File: src/rtl/pipeline_stage_skid.sv
// Parametrised pipeline stage register with a valid/ready handshake and a 2-entry skid buffer.
// Provides synchronous flush (bubble insertion) and a saturating stall-cycle counter.
module pipeline_stage_skid #(
  parameter int unsigned DATA_W      = 32,
  parameter int unsigned CTRL_W      = 8,
  parameter int unsigned STALL_CNT_W = 16
) (
  input  logic                   clk,
  input  logic                   rst,
  input  logic                   flush,
  input  logic                   in_valid,
  output logic                   in_ready,
  input  logic [DATA_W-1:0]      in_data,
  input  logic [CTRL_W-1:0]      in_ctrl,
  output logic                   out_valid,
  input  logic                   out_ready,
  output logic [DATA_W-1:0]      out_data,
  output logic [CTRL_W-1:0]      out_ctrl,
  output logic [1:0]             occupancy,
  output logic [STALL_CNT_W-1:0] stall_cnt
);

  localparam logic [1:0] S_EMPTY = 2'd0;
  localparam logic [1:0] S_ONE   = 2'd1;
  localparam logic [1:0] S_FULL  = 2'd2;

  logic [1:0]             state, state_nxt;
  logic [DATA_W-1:0]      main_data, main_data_nxt;
  logic [CTRL_W-1:0]      main_ctrl, main_ctrl_nxt;
  logic [DATA_W-1:0]      skid_data, skid_data_nxt;
  logic [CTRL_W-1:0]      skid_ctrl, skid_ctrl_nxt;
  logic [STALL_CNT_W-1:0] stall_q, stall_nxt;
  logic                   acc, deq;

  // Ready is a pure decode of registered state; reset forces it low.
  assign in_ready  = ~rst & (state != S_FULL);
  assign out_valid = (state != S_EMPTY);
  assign out_data  = main_data;
  assign out_ctrl  = main_ctrl;
  assign occupancy = state;
  assign stall_cnt = stall_q;

  assign acc = in_valid & in_ready;
  assign deq = out_valid & out_ready;

  // Next-state and holding-register update.
  always_comb begin
    state_nxt     = state;
    main_data_nxt = main_data;
    main_ctrl_nxt = main_ctrl;
    skid_data_nxt = skid_data;
    skid_ctrl_nxt = skid_ctrl;
    if (flush) begin
      state_nxt     = S_EMPTY;
      main_ctrl_nxt = '0;
      skid_ctrl_nxt = '0;
    end else begin
      case (state)
        S_EMPTY: begin
          if (acc) begin
            state_nxt     = S_ONE;
            main_data_nxt = in_data;
            main_ctrl_nxt = in_ctrl;
          end
        end
        S_ONE: begin
          if (acc && !deq) begin
            state_nxt     = S_FULL;
            skid_data_nxt = in_data;
            skid_ctrl_nxt = in_ctrl;
          end else if (acc && deq) begin
            main_data_nxt = in_data;
            main_ctrl_nxt = in_ctrl;
          end else if (deq) begin
            state_nxt     = S_EMPTY;
            main_ctrl_nxt = '0;
          end
        end
        S_FULL: begin
          if (deq) begin
            state_nxt     = S_ONE;
            main_data_nxt = skid_data;
            main_ctrl_nxt = skid_ctrl;
            skid_ctrl_nxt = '0;
          end
        end
        default: begin
          state_nxt     = S_EMPTY;
          main_ctrl_nxt = '0;
          skid_ctrl_nxt = '0;
        end
      endcase
    end
  end

  // Stall counter saturates at all-ones; flush leaves it alone.
  always_comb begin
    stall_nxt = stall_q;
    if (out_valid && !out_ready && (stall_q != {STALL_CNT_W{1'b1}})) begin
      stall_nxt = stall_q + STALL_CNT_W'(1);
    end
  end

  always_ff @(posedge clk or posedge rst) begin
    if (rst) begin
      state     <= S_EMPTY;
      main_data <= '0;
      main_ctrl <= '0;
      skid_data <= '0;
      skid_ctrl <= '0;
      stall_q   <= '0;
    end else begin
      state     <= state_nxt;
      main_data <= main_data_nxt;
      main_ctrl <= main_ctrl_nxt;
      skid_data <= skid_data_nxt;
      skid_ctrl <= skid_ctrl_nxt;
      stall_q   <= stall_nxt;
    end
  end

endmodule

File: config.mk
export PLATFORM = sky130hd
export DESIGN_NAME = pipeline_stage_skid
export DESIGN_NICKNAME = d
export VERILOG_FILES = /design/src/rtl/pipeline_stage_skid.sv
export SDC_FILE = /design/constraint.sdc
export NUM_CORES = 1
export LEC_CHECK = 0
export ABC_CLOCK_PERIOD_IN_PS = 4000
export BUFFER_PORTS_ARGS = -buffer_cell sky130_fd_sc_hd__buf_2
export CORE_MARGIN = 5
export CORE_UTILIZATION = 45
export DETAILED_ROUTE_END_ITERATION = 6
export PLACE_DENSITY_LB_ADDON = 0.2
export SLEW_MARGIN = 20
export SYNTH_ARGS = -nofsm -noshare
export SYNTH_HDL_FRONTEND = slang
export SYNTH_SLANG_ARGS = --single-unit
File: constraint.sdc
create_clock -name clk -period 4 [get_ports clk]
set_input_delay 0.4 -clock clk [delete_from_list [all_inputs] [get_ports clk]]
set_output_delay 0.4 -clock clk [all_outputs]
set_load 0.05 [all_outputs]
==> impl_metrics.prom <==
# TYPE chip_impl_metric gauge
chip_impl_info{name="reg2reg_from",value="occupancy[1]$_DFFE_PP0P_"} 1
chip_impl_metric{name="first_global_vias",unit=""} 3241
chip_impl_metric{name="grt-ovfl-total",unit=""} 0
chip_impl_metric{name="max-slew-margin-rel",unit="%"} 40.9
chip_impl_metric{name="gp_congestion",unit=""} 0.798
chip_impl_metric{name="dr.pass1.iters",unit=""} 4
chip_impl_metric{name="synth.cell_area",unit="um^2"} 4410
chip_impl_metric{name="numCtsBuffers",unit=""} 9
chip_impl_metric{name="grtUsageTotal",unit="%"} 17.7
chip_impl_metric{name="cp.buffers_inverters",unit=""} 2
chip_impl_info{name="crit_path_cell_trace",value="nor2b_4 -> buf_4 -> nor2_1 -> buf_2"} 1
chip_impl_metric{name="p_sw_share",unit="%"} 38.5
chip_impl_metric{name="multi_input_area",unit="um^2"} 1860
chip_impl_metric{name="power_report.internal_total",unit="mW"} 1.61
chip_impl_metric{name="hold_viol_final",unit=""} 0
chip_impl_metric{name="synth_nets",unit=""} 434
chip_impl_metric{name="cellPowerDensity",unit="nW/um^2"} 498
chip_impl_metric{name="worst_hold_slack",unit="ns"} 0.230
chip_impl_metric{name="grt_max_degree",unit=""} 73
chip_impl_metric{name="place.port_buffers",unit=""} 104
chip_impl_metric{name="crit_cells",unit=""} 4
chip_impl_info{name="synth_ff_type",value="sky130_fd_sc_hd__dfrtp_1"} 1
chip_impl_metric{name="flow.area_growth_from_synthesis",unit="%"} 18.9
chip_impl_metric{name="clkPwrFrac",unit="%"} 22.3
chip_impl_metric{name="worstMarginPinSlew",unit="ns"} 0.886
chip_impl_metric{name="initial_core_util",unit="%"} 45.6
chip_impl_metric{name="max-cap-violations",unit=""} 0
chip_impl_metric{name="sequentialPowerShare",unit="%"} 48.2
chip_impl_info{name="cpMaxStageDelayCell",value="sky130_fd_sc_hd__dfrtp_1"} 1
chip_impl_metric{name="fmax",unit="GHz"} 0.429
chip_impl_metric{name="arrival",unit="ns"} 1.93
chip_impl_info{name="cts_tree",value="built"} 1
chip_impl_info{name="r2r_end",value="out_data[30]$_DFFE_PP0P_"} 1
chip_impl_info{name="hold-path-endpoint",value="skid_data[14]$_DFFE_PP0P_"} 1
chip_impl_metric{name="rrSetupSlack",unit="ns"} 1.74
chip_impl_metric{name="post-cts-setup-buffer-count",unit=""} 0
chip_impl_metric{name="synth_top_cell_area_share",unit="%"} 55.6
chip_impl_info{name="critPathLaunchType",value="register"} 1
chip_impl_metric{name="fill_cells",unit=""} 891
chip_impl_metric{name="fp.dieArea",unit="um^2"} 11900
chip_impl_metric{name="static-leakage-power",unit="nW"} 2.59
chip_impl_metric{name="clock_latency",unit="ns"} 0.37
chip_impl_metric{name="final_period_util",unit="%"} 58.2
chip_impl_metric{name="synth_cell_type_count",unit=""} 41
chip_impl_metric{name="core_region_area",unit="um^2"} 9680
chip_impl_metric{name="synth_cells",unit=""} 388
chip_impl_metric{name="path_clk_slew",unit="ns"} 0.10
chip_impl_metric{name="floorplan.die.width",unit="um"} 109
chip_impl_info{name="worst_hold_path_type",value="in -> reg"} 1
chip_impl_metric{name="finalCoreUtilization",unit="%"} 54.2
chip_impl_metric{name="sequential_cell_area",unit="um^2"} 2450
chip_impl_metric{name="synth.ff_latch_count",unit=""} 98
chip_impl_metric{name="cts_htree_levels",unit=""} 3
chip_impl_metric{name="final_layout_size_suffix_gt1_share",unit="%"} 40.7
chip_impl_metric{name="drcViolationCount",unit=""} 0
chip_impl_metric{name="crit_path_max_incr_delay",unit="ns"} 0.55
chip_impl_info{name="status",value="finished, final reports clean"} 1
chip_impl_metric{name="fin_cells",unit=""} 625
chip_impl_metric{name="route.final.wire_length",unit="um"} 9990
chip_impl_info{name="timing.setup.critical_path_class",value="reg -> out"} 1
chip_impl_metric{name="nNetsFinal",unit=""} 534
chip_impl_metric{name="async_flop_share",unit="%"} 100
chip_impl_info{name="timing.critical_path.to_type",value="output pin"} 1
chip_impl_metric{name="postCtsHoldBufs",unit=""} 0
chip_impl_metric{name="syn_avg_cell_area",unit="um^2"} 11.4
chip_impl_metric{name="floorplan.die.height",unit="um"} 109
chip_impl_info{name="synth_top_area_cell",value="sky130_fd_sc_hd__dfrtp_1"} 1
chip_impl_metric{name="grt_antenna_before_repair",unit=""} 0
chip_impl_metric{name="first_iter_violations",unit=""} 135
chip_impl_metric{name="rows",unit=""} 36
chip_impl_info{name="grt_setup_unrepaired",value="no"} 1
chip_impl_metric{name="wire_per_inst",unit="um"} 16.0
chip_impl_metric{name="timing.setup.tns",unit="ns"} 0
chip_impl_info{name="synth_area_leaders",value="sky130_fd_sc_hd__dfrtp_1 (56%), sky130_fd_sc_hd__mux2_2 (17%), sky130_fd_sc_hd__nand2_1 (8.6%)"} 1
chip_impl_metric{name="antenna_viol_nets_final",unit=""} 0
chip_impl_metric{name="first_pass_grt_wire_length",unit="um"} 16200
chip_impl_metric{name="synth-warning-count",unit=""} 0
chip_impl_metric{name="cts_resized",unit=""} 0
chip_impl_metric{name="fraction_of_the_yosys_area_taken_by_sequential_cells",unit="%"} 55.6
chip_impl_metric{name="dpl.hpwl",unit="um"} 6750
chip_impl_metric{name="power_frac_comb",unit="%"} 29.5
chip_impl_info{name="worstHoldStart",value="in_data[14]"} 1
chip_impl_metric{name="final_antenna_diode_count",unit=""} 0
chip_impl_metric{name="io_pins",unit=""} 105
chip_impl_metric{name="cts_max_path_buffers",unit=""} 2
chip_impl_metric{name="fin_crit",unit="ns"} 2.33
chip_impl_metric{name="cp.required",unit="ns"} 3.60
chip_impl_metric{name="synth_edf_count",unit=""} 0
chip_impl_metric{name="r2r.worst_path.cells",unit=""} 5
chip_impl_metric{name="power.ir.vdd_worst",unit="uV"} 193
chip_impl_metric{name="report.final.slew_viol_count",unit=""} 0
chip_impl_info{name="cp_top_family",value="buffers and inverters"} 1
chip_impl_metric{name="placed_cells",unit=""} 609
chip_impl_metric{name="per_cell_via_count_in_the_routed_design",unit=""} 5.13
chip_impl_metric{name="hold_depth",unit=""} 3
chip_impl_info{name="cts-root-buf",value="sky130_fd_sc_hd__clkbuf_8"} 1
chip_impl_metric{name="cts.sinks",unit=""} 98
chip_impl_metric{name="crit_path_max_fanout",unit=""} 42
chip_impl_metric{name="vias",unit=""} 3207
chip_impl_metric{name="finalSetupViolations",unit=""} 0
chip_impl_metric{name="skew",unit="ns"} 0.0156
chip_impl_metric{name="power_switching",unit="mW"} 1.01
==> flip-flops by register name, summed over array words and instances (netlist names) <==
signal and cells:
out_data 32, skid_data 32, stall_cnt 16, out_ctrl 8, skid_ctrl 8, occupancy 2
==> synthesized netlist by cell type (2+ instances only) <==
master and count:
sky130_fd_sc_hd__o2bb2ai_1 8, sky130_fd_sc_hd__nor4_2 2, sky130_fd_sc_hd__a22oi_1 8, sky130_fd_sc_hd__a22o_1 8
sky130_fd_sc_hd__nor3_1 4, sky130_fd_sc_hd__nor4_1 4, sky130_fd_sc_hd__a2111oi_0 3, sky130_fd_sc_hd__nand2_1 101
sky130_fd_sc_hd__buf_4 3, sky130_fd_sc_hd__a21oi_1 6, sky130_fd_sc_hd__nor2b_1 2, sky130_fd_sc_hd__a211oi_1 4
sky130_fd_sc_hd__nand3_1 5, sky130_fd_sc_hd__mux2_2 65, sky130_fd_sc_hd__clkbuf_1 4, sky130_fd_sc_hd__o21ai_0 3
sky130_fd_sc_hd__xnor2_1 2, sky130_fd_sc_hd__inv_1 5, sky130_fd_sc_hd__nand4_1 4, sky130_fd_sc_hd__buf_2 13
sky130_fd_sc_hd__dfrtp_1 98, sky130_fd_sc_hd__xor2_1 11, sky130_fd_sc_hd__nand2b_1 2, sky130_fd_sc_hd__or2_2 2
sky130_fd_sc_hd__nor2_1 5
==> kinds of logic after synthesis <==
kind of cell | Yosys count | share of synthesized area (%)
compound gates | 47 | 8.22
xor+xnor | 13 | 2.58
fa+ha+maj | 1 | 0.283
buf+inv | 25 | 2.75
flops | 98 | 55.6
mux | 66 | 16.8
simple gates | 138 | 13.8
==> power by group through the flow <==
stage | registers [mW] | logic [mW] | clock network, mW
3_3_place_gp | 1.28 | 0.765 | 0
5_1_grt | 1.28 | 0.822 | 0.642
6_report | 1.26 | 0.773 | 0.583
4_1_cts | 1.26 | 0.781 | 0.602
2_1_floorplan | 1.62 | 0.220 | 0
3_5_place_dp | 1.28 | 0.779 | 0
==> layout by cell type (no fill, tap or decap), types with 2 or more instances in the layout <==
cell and n:
sky130_fd_sc_hd__dfrtp_1 98, sky130_fd_sc_hd__nor3_1 4, sky130_fd_sc_hd__nand3_1 5, sky130_fd_sc_hd__clkinvlp_4 2
sky130_fd_sc_hd__or2_2 2, sky130_fd_sc_hd__nand2_1 101, sky130_fd_sc_hd__a22oi_1 8, sky130_fd_sc_hd__a22o_1 8
sky130_fd_sc_hd__a21oi_1 6, sky130_fd_sc_hd__inv_1 4, sky130_fd_sc_hd__xnor2_1 2, sky130_fd_sc_hd__nor2_1 5
sky130_fd_sc_hd__buf_2 104, sky130_fd_sc_hd__a2111oi_0 3, sky130_fd_sc_hd__buf_4 4, sky130_fd_sc_hd__nor4_2 3
sky130_fd_sc_hd__nor4_1 3, sky130_fd_sc_hd__nand4_1 4, sky130_fd_sc_hd__mux2_2 65, sky130_fd_sc_hd__a211oi_1 4
sky130_fd_sc_hd__clkbuf_8 10, sky130_fd_sc_hd__o21ai_0 3, sky130_fd_sc_hd__nand2b_1 2, sky130_fd_sc_hd__o2bb2ai_1 8
sky130_fd_sc_hd__xor2_1 11
==> metrics by stage <==
step                      power, mW  setup WS (ns)  cell area (um^2)
after global routing           2.75           1.46              5250
final                          2.62           1.67              5250
after global placement         2.04           1.51              5050
after detailed placement       2.06           1.41              5050
after CTS                      2.64           1.40              5220
after floorplan                1.84           1.04              4410
==> tightest hold or removal path: stages <==
cell and delay (ns):
sky130_fd_sc_hd__buf_2 0.08, sky130_fd_sc_hd__nand2_1 0.04, sky130_fd_sc_hd__nand2_1 0.05
==> metal layers <==
metal / vias up / wire, um / GRT usage, %
met3: 11 / 559 / 4.50
met5: - / 0 / 0
met1: 1571 / 4480 / 23.4
met4: 0 / 133 / 6.40
li1: 1544 / - / -
met2: 81 / 4810 / 28.2
==> how the worst max path moves through the flow <==
stage	slack, ns	startpoint	end
floorplan	1.04	rst	occupancy[0]$_DFFE_PP0P_
detailed placement	1.41	rst	out_data[28]$_DFFE_PP0P_
global placement	1.51	rst	out_data[4]$_DFFE_PP0P_
finish	1.67	occupancy[1]$_DFFE_PP0P_	in_ready
global route	1.46	occupancy[1]$_DFFE_PP0P_	in_ready
CTS	1.40	occupancy[1]$_DFFE_PP0P_	out_data[12]$_DFFE_PP0P_
==> area by class of cell <==
type                    count  share of cell area, %
clock buffers              11                   2.69
clock inverters             4                  0.548
inverters                   5                  0.405
multi-input cells         265                   35.4
flip-flops and latches     98                   46.7
well taps                 133                   3.17
repair buffers            109                   11.0
No activity file was read; power rests on OpenSTA's default activity.
